<file path="src/rtl/audio_pkg.sv">
// -----------------------------------------------------------------------------
// audio_pkg
//   Constants and helpers shared by the audio output path.
//   FRAME_BITS  : BCK periods per I2S frame (two slots)
//   SLOT_BITS   : BCK periods per channel slot
//   SAMPLE_BITS : width of one PCM sample
//   build_frame : assembles the 64-bit frame word that is shifted out MSB first
// -----------------------------------------------------------------------------
package audio_pkg;

    localparam int FRAME_BITS  = 64;
    localparam int SLOT_BITS   = 32;
    localparam int SAMPLE_BITS = 16;
    localparam int BIT_CNT_W   = $clog2(FRAME_BITS);

    typedef logic [SAMPLE_BITS-1:0] sample_t;
    typedef logic [FRAME_BITS-1:0]  frame_t;

    // Each sample sits left-justified in its slot; the unused slot LSBs are zero.
    // Sample bits are passed through verbatim: no scaling or sign extension.
    function automatic frame_t build_frame(input sample_t left, input sample_t right);
        return {left,  {(SLOT_BITS - SAMPLE_BITS){1'b0}},
                right, {(SLOT_BITS - SAMPLE_BITS){1'b0}}};
    endfunction

endpackage

</file>
<file path="src/rtl/audio_frame_timer.sv">
// -----------------------------------------------------------------------------
// audio_frame_timer
//   Generates I2S frame timing: BCK and LRCK plus a frame-start strobe.
//   Every registered output is computed from the next counter state, so in any
//   cycle the outputs describe the counter state of that same cycle.
// Ports
//   clk          in   system clock
//   rst          in   synchronous, active-high reset
//   bck          out  bit clock, low for the first BCK_HALF clocks of a period
//   lrck         out  word clock, 0 for bits 0..31, 1 for bits 32..63
//   frame_start  out  high for the single cycle with phase 0 of bit 0
//   bit_tick     out  combinational: the coming clk edge starts a new BCK period
// -----------------------------------------------------------------------------
module audio_frame_timer
    import audio_pkg::*;
#(
    parameter int BCK_HALF = 4
) (
    input  logic clk,
    input  logic rst,
    output logic bck,
    output logic lrck,
    output logic frame_start,
    output logic bit_tick
);

    localparam int PHASE_W = $clog2(2 * BCK_HALF);
    localparam logic [PHASE_W-1:0]   PHASE_LAST = PHASE_W'(2 * BCK_HALF - 1);
    localparam logic [PHASE_W-1:0]   PHASE_HIGH = PHASE_W'(BCK_HALF);
    localparam logic [BIT_CNT_W-1:0] BIT_LAST   = BIT_CNT_W'(FRAME_BITS - 1);

    logic [PHASE_W-1:0]   phase_cnt;
    logic [BIT_CNT_W-1:0] bit_cnt;
    logic [PHASE_W-1:0]   phase_nxt;
    logic [BIT_CNT_W-1:0] bit_nxt;
    // Low for the first cycle after reset: the counters hold at phase 0 / bit 0
    // so that cycle becomes a proper frame start with its strobe.
    logic                 running;

    always_comb begin
        // NOTE: every signal written here gets a default first, so no path leaves
        // it unassigned and no latch is inferred.
        phase_nxt = phase_cnt;
        bit_nxt   = bit_cnt;
        if (running) begin
            if (phase_cnt == PHASE_LAST) begin
                phase_nxt = '0;
                bit_nxt   = (bit_cnt == BIT_LAST) ? '0 : bit_cnt + 1'b1;
            end else begin
                phase_nxt = phase_cnt + 1'b1;
            end
        end
    end

    assign bit_tick = (phase_nxt == '0);

    // NOTE: sequential state uses non-blocking assignments so every register
    // samples pre-edge values regardless of statement order.
    always_ff @(posedge clk) begin
        if (rst) begin
            running     <= 1'b0;
            phase_cnt   <= '0;
            bit_cnt     <= '0;
            bck         <= 1'b0;
            lrck        <= 1'b0;
            frame_start <= 1'b0;
        end else begin
            running     <= 1'b1;
            phase_cnt   <= phase_nxt;
            bit_cnt     <= bit_nxt;
            bck         <= (phase_nxt >= PHASE_HIGH);
            lrck        <= bit_nxt[BIT_CNT_W-1];
            frame_start <= (phase_nxt == '0) && (bit_nxt == '0);
        end
    end

endmodule

</file>
<file path="src/rtl/audio_i2s_tx.sv">
// -----------------------------------------------------------------------------
// audio_i2s_tx
//   Serialises signed 16-bit left/right samples into a Philips I2S stream and
//   paces the upstream audio sources with a once-per-frame strobe.
//   Frame length is 128*BCK_HALF clk cycles (512 at the default setting).
// Ports
//   clk          in   system clock
//   rst          in   synchronous, active-high reset
//   left_audio   in   left sample, captured only in the next_sample cycle
//   right_audio  in   right sample, captured only in the next_sample cycle
//   next_sample  out  one-cycle pulse at the start of every frame
//   i2s_lrck     out  word clock: 0 = left slot, 1 = right slot
//   i2s_bck      out  bit clock; the DAC samples data on its rising edge
//   i2s_data     out  serial data, MSB first, changing with BCK falling
// -----------------------------------------------------------------------------
module audio_i2s_tx
    import audio_pkg::*;
#(
    parameter int BCK_HALF = 4
) (
    input  logic        clk,
    input  logic        rst,
    input  logic [15:0] left_audio,
    input  logic [15:0] right_audio,
    output logic        next_sample,
    output logic        i2s_lrck,
    output logic        i2s_bck,
    output logic        i2s_data
);

    logic   frame_start;
    logic   bit_tick;
    frame_t shift_r;
    logic   data_r;

    audio_frame_timer #(
        .BCK_HALF    (BCK_HALF)
    ) u_timer (
        .clk         (clk),
        .rst         (rst),
        .bck         (i2s_bck),
        .lrck        (i2s_lrck),
        .frame_start (frame_start),
        .bit_tick    (bit_tick)
    );

    // The frame word is loaded at the end of the frame-start cycle, then one bit
    // moves to the output at the start of every following BCK period. The output
    // register thus trails the frame by one BCK: bit 0 of a frame carries the
    // last (always zero) bit of the previous word, giving the standard I2S
    // one-bit delay after each LRCK edge. A frame start never coincides with a
    // bit_tick because each BCK period is at least two clk cycles long.
    always_ff @(posedge clk) begin
        if (rst) begin
            shift_r <= '0;
            data_r  <= 1'b0;
        end else if (frame_start) begin
            shift_r <= build_frame(left_audio, right_audio);
        end else if (bit_tick) begin
            data_r  <= shift_r[FRAME_BITS-1];
            shift_r <= {shift_r[FRAME_BITS-2:0], 1'b0};
        end
    end

    assign next_sample = frame_start;
    assign i2s_data    = data_r;

endmodule

</file>
<file path="config.mk">
export PLATFORM = sky130hd
export DESIGN_NAME = audio_i2s_tx
export DESIGN_NICKNAME = d
export VERILOG_FILES = /design/src/rtl/audio_pkg.sv /design/src/rtl/audio_frame_timer.sv /design/src/rtl/audio_i2s_tx.sv
export SDC_FILE = /design/constraint.sdc
export NUM_CORES = 1
export LEC_CHECK = 0
export ABC_AREA = 0
export ABC_CLOCK_PERIOD_IN_PS = 2520
export BUFFER_PORTS_ARGS = -buffer_cell sky130_fd_sc_hd__buf_2
export CAP_MARGIN = 20
export CORE_MARGIN = 8
export CORE_UTILIZATION = 42
export CTS_BUF_LIST = sky130_fd_sc_hd__clkbuf_16
export DETAILED_ROUTE_END_ITERATION = 6
export PLACE_DENSITY = 0.69
export SYNTH_ARGS = -nofsm -noshare
export SYNTH_HDL_FRONTEND = slang
export SYNTH_SLANG_ARGS = --single-unit
</file>
<file path="constraint.sdc">
create_clock -name clk -period 2.52 [get_ports clk]
set_clock_uncertainty 0.05 [all_clocks]
set_input_delay 0.378 -clock clk [delete_from_list [all_inputs] [get_ports clk]]
set_output_delay 0.378 -clock clk [all_outputs]
set_load 0.05 [all_outputs]
</file>
Word level (Yosys, flattened, before mapping)
Index checks and enable logic that the tools add are counted.
W data, S select, Z words.
- register bits: 62
- word-level logic and storage cells: 29
- input bits: 34
- reduce and logical (&&, ||, !) cells: 6
- mux-type cells: 8
- bitwise logic cells: 1
- eq/ne operators: 2
- add/subtract/negate cells: 2
- order comparisons: 1
- operator list (cell ; count):
    $mux W64 ; 2
    $mux W6 ; 3
    $add A6 B1 Y6 const B ; 1
    $eq A6 B6 Y1 const B ; 1
    $logic_not A6 Y1 ; 1
    $mux W3 ; 2
    $add A3 B1 Y3 const B ; 1
    $eq A3 B3 Y1 const B ; 1
    $ge A3 B3 Y1 const B ; 1
    $logic_not A3 Y1 ; 1
    $reduce_and A2 Y1 ; 1
    $reduce_bool A2 Y1 ; 1
    $reduce_or A2 Y1 ; 1
    $logic_and A1 B1 Y1 ; 1
    $mux W1 ; 1
    $not A1 Y1 ; 1

Depth between registers and ports, before layout
- word-level depth: 6
- mapped depth: 8

Hierarchy
Synthesis repeated with hierarchy kept, for this count alone.
- cells, all modules: 264
- area, all modules: 2894.0 µm²
- by module, submodules not included (module ; area an instance (µm²) ; times used ; cells an instance ; sequential area each (µm²)):
    audio_i2s_tx ; 2294.7 ; 1 ; 197 ; 980.9
    audio_frame_timer ; 599.3 ; 1 ; 67 ; 220.2

Least setup slack after synthesis
No wires, ideal clock.
- kind: flip-flop to flip-flop
- start: register u_timer.phase_cnt[0]
- end: register shift_r[53]
- required time: 2382 ps
- cell stages (with the launch flop): 8
- arrival: 1719 ps
- setup slack: 663 ps
- period minus slack after synthesis: 1857 ps
- cells stage by stage: dfxtp_1 > ha_1 > ha_1 > or2_1 > a31oi_2 > buf_2 > nand2_1 > a311oi_2
- word-level cells in the longest chain between the ends: 5
- elaborated cells between the ends (all ways): 6
- classes of those cells: add/sub (1); eq/ne (1); mux (2); reduce/logical (2)
- RTL lines (element ; line ; source):
    start, declared ; audio_frame_timer.sv:32 ; logic [PHASE_W-1:0] phase_cnt;
    start signal, assigned ; audio_frame_timer.sv:69 ; phase_cnt <= phase_nxt;
    $add A3 B1 Y3 / $eq A3 B3 Y1 (equally long branches) ; audio_frame_timer.sv:50, audio_frame_timer.sv:46 ;
    $mux W3 ; audio_frame_timer.sv:46 ; if (phase_cnt == PHASE_LAST) begin
    $mux W3 * ; audio_frame_timer.sv:45 ; if (running) begin
    $logic_not A3 Y1 * ; audio_frame_timer.sv:55 ; assign bit_tick = (phase_nxt == '0);
    $reduce_bool A2 Y1 (no line) * ; n/a ;
    end signal, assigned ; audio_i2s_tx.sv:58 ; shift_r <= build_frame(left_audio, right_audio);
    end signal, assigned ; audio_i2s_tx.sv:61 ; shift_r <= {shift_r[FRAME_BITS-2:0], 1'b0};
    end, declared ; audio_i2s_tx.sv:33 ; frame_t shift_r;
Every way passes the cells marked *; elsewhere a longest branch is shown, timed or not.
A chain may end at the register's enable or synchronous reset.

Worst setup path after layout
- start: register u_timer.phase_cnt[0]
- end: register shift_r[50]
The elaborated chain is that of the path after synthesis.

==> metrics.cfg <==
[timing]
drv_slew = 0
finalCritPeriodShare_pct = 83.39
fmax_mhz = 475.9
finalHoldViolCount = 0
tightest_slew_ps = 511.8
setup_viol = 0
grt_setup_unrepaired = false
finalSetupTns_ps = 0
worst_slack_ps = 418.7
slew_headroom_pct = 65.80
finalWorstPathRequiredPeriod_ps = 2101

[logic_synthesis]
synth_xor_area_share_pct = 0.6601
yosysWarnings = 0
synth_commonest_cells = nand2_1, dfxtp_1, nor2_1, a21oi_1, a311oi_1
synthTopCellsByArea = dfxtp_1, nand2_1, a311oi_1
synth_fa_ha_area_share_pct = 1.414
synth_top_area_share_pct = 46.02
synth_cell_types = 32
synthFlopType = dfxtp_1
synth_compound_area_share_pct = 20.27
yosys.area.top_type = dfxtp_1
yosys.area_share.simple_pct = 25.18
synth-seq-cells = 61
synth_seq_area_share_pct = 46.02
synth_edf_count = 0
yosysMostFrequentCell = nand2_1
synthMuxAreaShare_pct = 1.132
async_flop_share_pct = 0
synth_cells = 324
syn_area_um2 = 2654
synth_top_family_by_area = simple AND/OR/NAND/NOR gates
synth.net_count = 361
postSynthAreaPerCell_um2 = 8.191

[drt]
antenna_left = 0
avgRoutedWirePerCell_um = 12.86
drtIter0Drc = 113
drc = 0
vias = 2240
firstDrtPassIters = 4
avgViaCountPerCell = 5.209
wirelength_um = 5529

[clock_network]
clk_pin_slew_worst_paths_ps = 50
clock_path_buffers = 2
numCtsBuffers = 9
clock_latency_ps = 320
hold_buffers = 0
cts_tree = yes
post_cts_buffers = 0
ctsHtreeMaxLevel = 3
cts_resized = 0
cts_num_sinks = 61
root_buffer = clkbuf_16

[outcome]
status = complete, no violations

[floorplan]
num_io_pins = 38
die_h_um = 95.49
start_util_pct = 42.52
rows = 29
die_w_um = 95.49
core_region_area_um2 = 6241
die_area_um2 = 9118

[power_and_ir_drop]
p_seq_share_pct = 43.1
clkPwrFrac_pct = 45.3
p_comb_share_pct = 11.6
p_leak_nw = 1.174
peakVddDrop_mv = 0.6100
p_sw_w = 0.0005977
internal_power_w = 0.001878
switching_share_pct = 24.15
p_per_area_nw_per_um2 = 785.4

[worst_setup_path]
path_common_cell = ha_1
worst_path_largest_cell_delay_ps = 360
path_class = flop to flop
crit_buf_inv = 1
critical_path.max_fanout = 33
crit_path_end_kind = flop
worstSetupStartpointType = flop
critPathTopFamily = adder cells
cp_slowest_cell = dfxtp_1
path_cells = ha_1 -> ha_1 -> nor2_1 -> a31o_2 -> buf_4 -> nand2_1 -> a311oi_2
cp.arrival_ps = 2280
crit_required_ps = 2700

[global_routing]
antenna_found_initial = 0
grt_max_degree = 37
grt_pass1_vias = 2005
overflow = 0
grt_pass1_wl_um = 9114
grt_usage_pct = 12.58

[run]
cap_violations = 0

[cells_and_area]
insertedDiodeCount = 0
final_nets = 388
drive_gt1_share_pct = 19.55
syn_to_final_growth_pct = 18.76

[placement]
gp_congestion = 0.8254
port_buffers = 37
hpwl_um = 3528
dp_slack_ps = 389.3

[worst_hold_path]
hp-class = primary input to flop

-- power groups by stage --
stage	logic, W	clock network, W	registers, W
2_1_floorplan	0.000213	0	0.00108
3_3_place_gp	0.000287	0	0.00108
3_5_place_dp	0.000292	0	0.00108
4_1_cts	0.000293	0.00115	0.00106
5_1_grt	0.000322	0.00119	0.00107
6_report	0.000288	0.00112	0.00107
-- cells in the final DEF, fill, tap and decap left out, types with 4 or more instances in the layout --
cell type  count
a21oi_1       23
a311oi_1      22
a311oi_2      10
and2_1         4
buf_2         37
buf_4          4
clkbuf_16      9
dfxtp_1       61
nand2_1      100
nand3_1        6
nor2_1        39
-- area by class of cell --
| cell class | count | area [um^2] |
|---|---|---|
| clock buffers | 9 | 225.2 |
| clock inverters | 4 | 42.54 |
| fillers | 614 | 3089 |
| inverters | 3 | 11.26 |
| multi-input cells | 233 | 1300 |
| flip-flops and latches | 61 | 1221 |
| well taps | 77 | 96.34 |
| repair buffers | 43 | 255.2 |
-- worst reg2reg max path, cell delays in order, from the launching register on --
cell and delay (ps):
dfxtp_1 360, ha_1 220, ha_1 290, nor2_1 220, a31o_2 200, buf_4 310, nand2_1 120, a311oi_2 250
-- cells by family after synthesis --
family          count (synthesis)
xor+xnor                        2
flops                          61
simple gates                  160
fa+ha+maj                       3
buf+inv                        30
compound gates                 65
mux                             3
-- state kept, by name, indices dropped and copies added (netlist names) --
signal / flops
u_timer.frame_start: 1
u_timer.running: 1
shift_r: 48
u_timer.bck: 1
u_timer.bit_cnt: 6
u_timer.phase_cnt: 3
i2s_data: 1
-- worst paths after layout --
| kind | from | endpoint | slack (ps) | cells after the start |
|---|---|---|---|---|
| max reg2reg | u_timer.phase_cnt[0] | shift_r[50] | 420 | 7 |
| max | u_timer.phase_cnt[0] | shift_r[50] | 420 | 7 |
| min reg2reg | shift_r[43] | shift_r[43] | 400 | 2 |
| min | right_audio[13] | shift_r[29] | 280 | 3 |
-- metal layers --
| layer | track usage [%] | up-vias | wire length, um |
|---|---|---|---|
| met5 | 0 | - | 0 |
| met4 | 4.609 | 0 | 30 |
| met3 | 4.961 | 2 | 294 |
| met2 | 19.39 | 40 | 2532 |
| met1 | 15.55 | 1028 | 2671 |
| li1 | - | 1170 | - |
-- per-stage QoR --
stage	hold WS, ps	instance area (um^2)	total power [W]	cells	utilization, %
after global placement	389.0	2884	0.001370	417	46.21
after floorplan	382.1	2654	0.001293	324	-
after global routing	281.0	3152	0.002585	430	50.50
after CTS	269.8	3152	0.002507	430	50.50
final	276.2	3152	0.002475	430	50.50
after detailed placement	393.6	2884	0.001375	417	46.21
Note: power is estimated with default switching activity, not from simulation.
